===== src/rtl/serializer.sv =====
// serializer: parallel-to-serial shifter with per-word bit count, MSB first by default.
// Define SERIALIZER_LSB_FIRST_EN to shift LSB first instead.
module serializer #(
    parameter int DATA_W = 16,
    parameter int MOD_W  = $clog2(DATA_W)
) (
    input  logic              clk_i,
    input  logic              arst_n_i,
    input  logic [DATA_W-1:0] data_i,
    input  logic [MOD_W-1:0]  data_mod_i,
    input  logic              data_val_i,
    output logic              ser_data_o,
    output logic              ser_data_val_o,
    output logic              busy_o
);
    typedef enum logic {IDLE, SHIFT} state_t;
    state_t            state, state_nx;
    logic [DATA_W-1:0] sh, sh_nx;
    logic [MOD_W:0]    cnt, cnt_nx;
    logic              legal;
    logic [MOD_W:0]    n_load;
    logic              head;
    // Counts 1 and 2 are rejected; 0 stands for a full word.
    assign legal  = (data_mod_i == '0) || (data_mod_i >= MOD_W'(3));
    assign n_load = (data_mod_i == '0) ? (MOD_W+1)'(DATA_W) : {1'b0, data_mod_i};
`ifdef SERIALIZER_LSB_FIRST_EN
    assign head = sh[0];
`else
    assign head = sh[DATA_W-1];
`endif
    always_ff @(posedge clk_i or negedge arst_n_i) begin
        if (!arst_n_i) begin
            state <= IDLE;
            sh    <= '0;
            cnt   <= '0;
        end else begin
            state <= state_nx;
            sh    <= sh_nx;
            cnt   <= cnt_nx;
        end
    end
    always_comb begin
        state_nx = state;
        sh_nx    = sh;
        cnt_nx   = cnt;
        if (state == IDLE) begin
            if (data_val_i && legal) begin
                state_nx = SHIFT;
                sh_nx    = data_i;
                cnt_nx   = n_load;
            end
        end else begin
`ifdef SERIALIZER_LSB_FIRST_EN
            sh_nx  = sh >> 1;
`else
            sh_nx  = sh << 1;
`endif
            cnt_nx = cnt - (MOD_W+1)'(1);
            state_nx = (cnt == (MOD_W+1)'(1)) ? IDLE : SHIFT;
        end
    end
    assign busy_o         = (state == SHIFT);
    assign ser_data_val_o = busy_o;
    assign ser_data_o     = busy_o & head;
endmodule


===== config.mk =====
export PLATFORM = sky130hd
export DESIGN_NAME = serializer
export DESIGN_NICKNAME = d
export VERILOG_FILES = /design/src/rtl/serializer.sv
export SDC_FILE = /design/constraint.sdc
export NUM_CORES = 1
export LEC_CHECK = 0
export CAP_MARGIN = 0
export CORE_MARGIN = 2
export CORE_UTILIZATION = 40
export CTS_CLUSTER_DIAMETER = 40
export CTS_CLUSTER_SIZE = 8
export DETAILED_ROUTE_END_ITERATION = 8
export MAX_ROUTING_LAYER = met4
export PLACE_DENSITY = 0.76
export SLEW_MARGIN = 20
export SYNTH_ARGS = -nofsm -noshare
export SYNTH_HDL_FRONTEND = slang
export SYNTH_SLANG_ARGS = --single-unit

===== constraint.sdc =====
create_clock -name clk_i -period 1.6 [get_ports clk_i]
set_input_delay 0.32 -clock clk_i [delete_from_list [all_inputs] [get_ports clk_i]]
set_output_delay 0.32 -clock clk_i [all_outputs]
set_load 0.05 [all_outputs]

==> metrics.md <==
| Metric | Value |
|---|---|
| Status | `finished, final reports clean` |
| Layout fillers | `233` |
| Initial antenna violation count | `0` |
| CTS Sinks | `22` |
| Worst hold-check path type | `in2async` |
| Max_cap viols | `0` |
| Core area | `2730 um2` |
| Synthesized cell area | `around 1100 um2` |
| Placer Congestion | `roughly 0.71` |
| DPL Wire Length | `1790 um` |
| Final wirelength | `roughly 2500 um` |
| Layout cells sized above 1 | `25.9%` |
| Post-DR wirelength/cell | `15.0 um` |
| Post-synthesis sequential area ratio | `between 40% and 50%` |
| Final setup margin | `0.0452 ns` |
| Finished Layout Cells | `approximately 170` |
| DRC viols | `0` |
| FMAX | `643 MHz` |
| Post-synthesis instance total | `97` |
| Nets@finish | `161` |
| Area of the multi-input gates | `roughly 520 um2` |
| Slew @ Worst Pin | `0.511 ns` |
| Top-Level Pins | `26` |
| R2r startpoint | `cnt[0]$_DFFE_PN0P_` |
| Critical Path AT | `between 1 and 1.5 ns` |
| Post-synthesis average cell area | `between 10 and 15 um2` |
| Total power density per cell area | `around 1900 nW/um2` |
| ANT nets after route | `0` |
| Largest net degree at the start of global routing | `23` |
| Count of final max-slew check failures | `0` |
| Minimum clock period | `~1.6 ns` |
| Syn Nets | `122` |
| 1st-pass router iterations | `4` |
| Crit Reg-Reg Endpoint | `cnt[4]$_DFFE_PN0P_` |
| Leakage | `approximately 0.71 nW` |
| Die Y | `roughly 57 um` |
| Max_slew headroom | `~66%` |
| # setup viols final | `0` |
| Vias in the first global route | `988` |
| Initial DRC count | `29` |
| Tot GR Track Use | `around 17%` |
| Nature of the critical path endpoint | `output pin` |
| Maximum vdd drop | `1.86 mV` |
| Final Instance Area | `1590 um2` |
| R2R depth | `5` |
| Rows | `19` |
| Pre-CTS setup slack | `-0.456 ns` |
| Endpoints failing hold | `0` |
| Num CTS Buffers | `3` |
| Final period util | `a little over nine tenths` |
| Hold Slack | `0.341 ns` |
| RSZ-0062 raised after global routing | `no` |
| Placed cells | `160` |
| Vias | `between 900 and 1000` |
| Final setup TNS | `0 ns` |
| Clock Skews | `0.00228 ns` |
| Die footprint | `between 3000 and 4000 um2` |
| Diode count | `0` |
| TritonCTS clock tree | `done` |
| Worst R2R Setup Slack | `roughly 0.14 ns` |
| Library cells used by synthesis | `30` |
| Grt ovf | `0` |
| Clock Root Buffer | `clkbuf_4` |
| First-pass GRT wire length | `4160 um` |
| Setup CP Type | `reg2out` |
| Starting Density | `roughly two fifths` |
| Worst-path maximum fanout | `9` |
| Number of vias per cell | `5.59` |
| Die Width | `approximately 57 um` |
| Yosys reg bits | `22` |
| Worst skew pair latency | `0.31 ns` |
| FF+latch area | `between 500 and 600 um2` |
| YS warnings | `0` |
| Clock transition at path regs | `around 0.13 ns` |
| CTS Buffer Depth | `2` |
| WP data required | `approximately 1.3 ns` |
| Placed instance area | `approximately 1500 um2` |
| Worst setup SP type | `register` |
| H-tree depth | `1` |
| Port bufs | `25` |
| Area Growth Syn to Fin | `40.3%` |
cells in the mapped netlist, drive strengths merged:
cell type  instances  area [um2]
o221ai             2        17.5
a221o              1        10.0
xnor2              1        8.76
dfrtp             22         551
a21oi              2        13.8
o221a             16         180
and2               1        6.26
ha                 2        25.0
nor2b              1        6.26
nand2              3        11.3
a211oi             1        7.51
inv                6        22.5
nor3               3        15.0
nand2b            16         100
a221oi             1        8.76
buf                5        50.0
a21o               2        15.0
nor3b              1        7.51
xor2               3        33.8
clkbuf             1        3.75
or2                1        6.26
nor4               2        12.5
o2bb2ai            1        8.76
nor2               3        11.3
where the power goes:
| group | switching, mW | total, mW | internal (mW) |
|---|---|---|---|
| clock | 0.178 | 0.317 | 0.139 |
| sequential | 0.180 | 1.01 | 0.829 |
| combinational | 0.710 | 1.62 | 0.914 |
what timing repair did:
action	in CTS	in global routing
hold buffers	0	0
gates resized for setup	2	4
endpoints found under the setup margin	21	19
pin swaps	0	0
setup buffers	1	1
endpoints found under the hold margin	0	0
layer usage:
metal	vias up	track usage [%]	part of all wire (%)
met5	-	-	0
met4	0	5.65	0.92
met3	4	5.67	6.3
met2	33	28.1	50
met1	454	19.0	43
li1	437	-	-
critical path: stages (launching register included):
cell and delay (ns):
dfrtp_2 0.47, buf_12 0.15, and2_1 0.16, buf_12 0.15
through the flow:
step                      util [%]  power (mW)
after floorplan                  -        2.05
after global placement        55.2        2.49
after detailed placement      55.2        2.56
after CTS                     57.2        2.92
after global routing          58.1        3.14
final                         58.1        2.95
cells in the final DEF (no fill, tap or decap), types with 2 or more instances in the layout:
master / n
o221ai_1: 2
clkdlybuf4s50_1: 22
xor2_1: 2
clkbuf_4: 3
o221a_2: 8
nor2_1: 3
a21o_1: 2
dfrtp_1: 21
buf_4: 12
ha_1: 2
nand2_1: 3
buf_12: 5
nor4_1: 2
o221a_1: 8
inv_1: 6
nand2b_1: 16
nor3_1: 2
area by class of cell:
cell class	count	area share, %
Clock buffer	4	2.28
Sequential cell	22	34.7
Inverter	6	1.42
Tap cell	31	2.44
Timing Repair Buffer	40	26.5
Multi-Input combinational cell	63	32.6
logic make-up after synthesis:
| group | after synthesis | share of synthesized area, % |
|---|---|---|
| AND/OR/NAND/NOR | 31 | 15.6 |
| flip-flops | 22 | 48.6 |
| buffers and inverters | 12 | 6.74 |
| XOR/XNOR | 4 | 3.76 |
| adder cells (fa/ha/maj) | 2 | 2.21 |
| AO/OA/AOI/OAI | 26 | 23.1 |
flip-flops by register name (all words and copies together) (netlist names):
| signal | flops |
|---|---|
| sh | 16 |
| cnt | 5 |
| busy_o | 1 |
worst max path at each step:
| stage | startpoint | end | depth (start not counted) |
|---|---|---|---|
| CTS | busy_o$_DFF_PN0_ | busy_o | 3 |
| global placement | data_mod_i[0] | sh[3]$_DFFE_PN0P_ | 4 |
| global route | busy_o$_DFF_PN0_ | ser_data_o | 3 |
| detailed placement | data_mod_i[0] | sh[4]$_DFFE_PN0P_ | 4 |
| finish | busy_o$_DFF_PN0_ | ser_data_o | 3 |
| floorplan | busy_o$_DFF_PN0_ | ser_data_o | 2 |
Power figures use the tool's default switching activity.
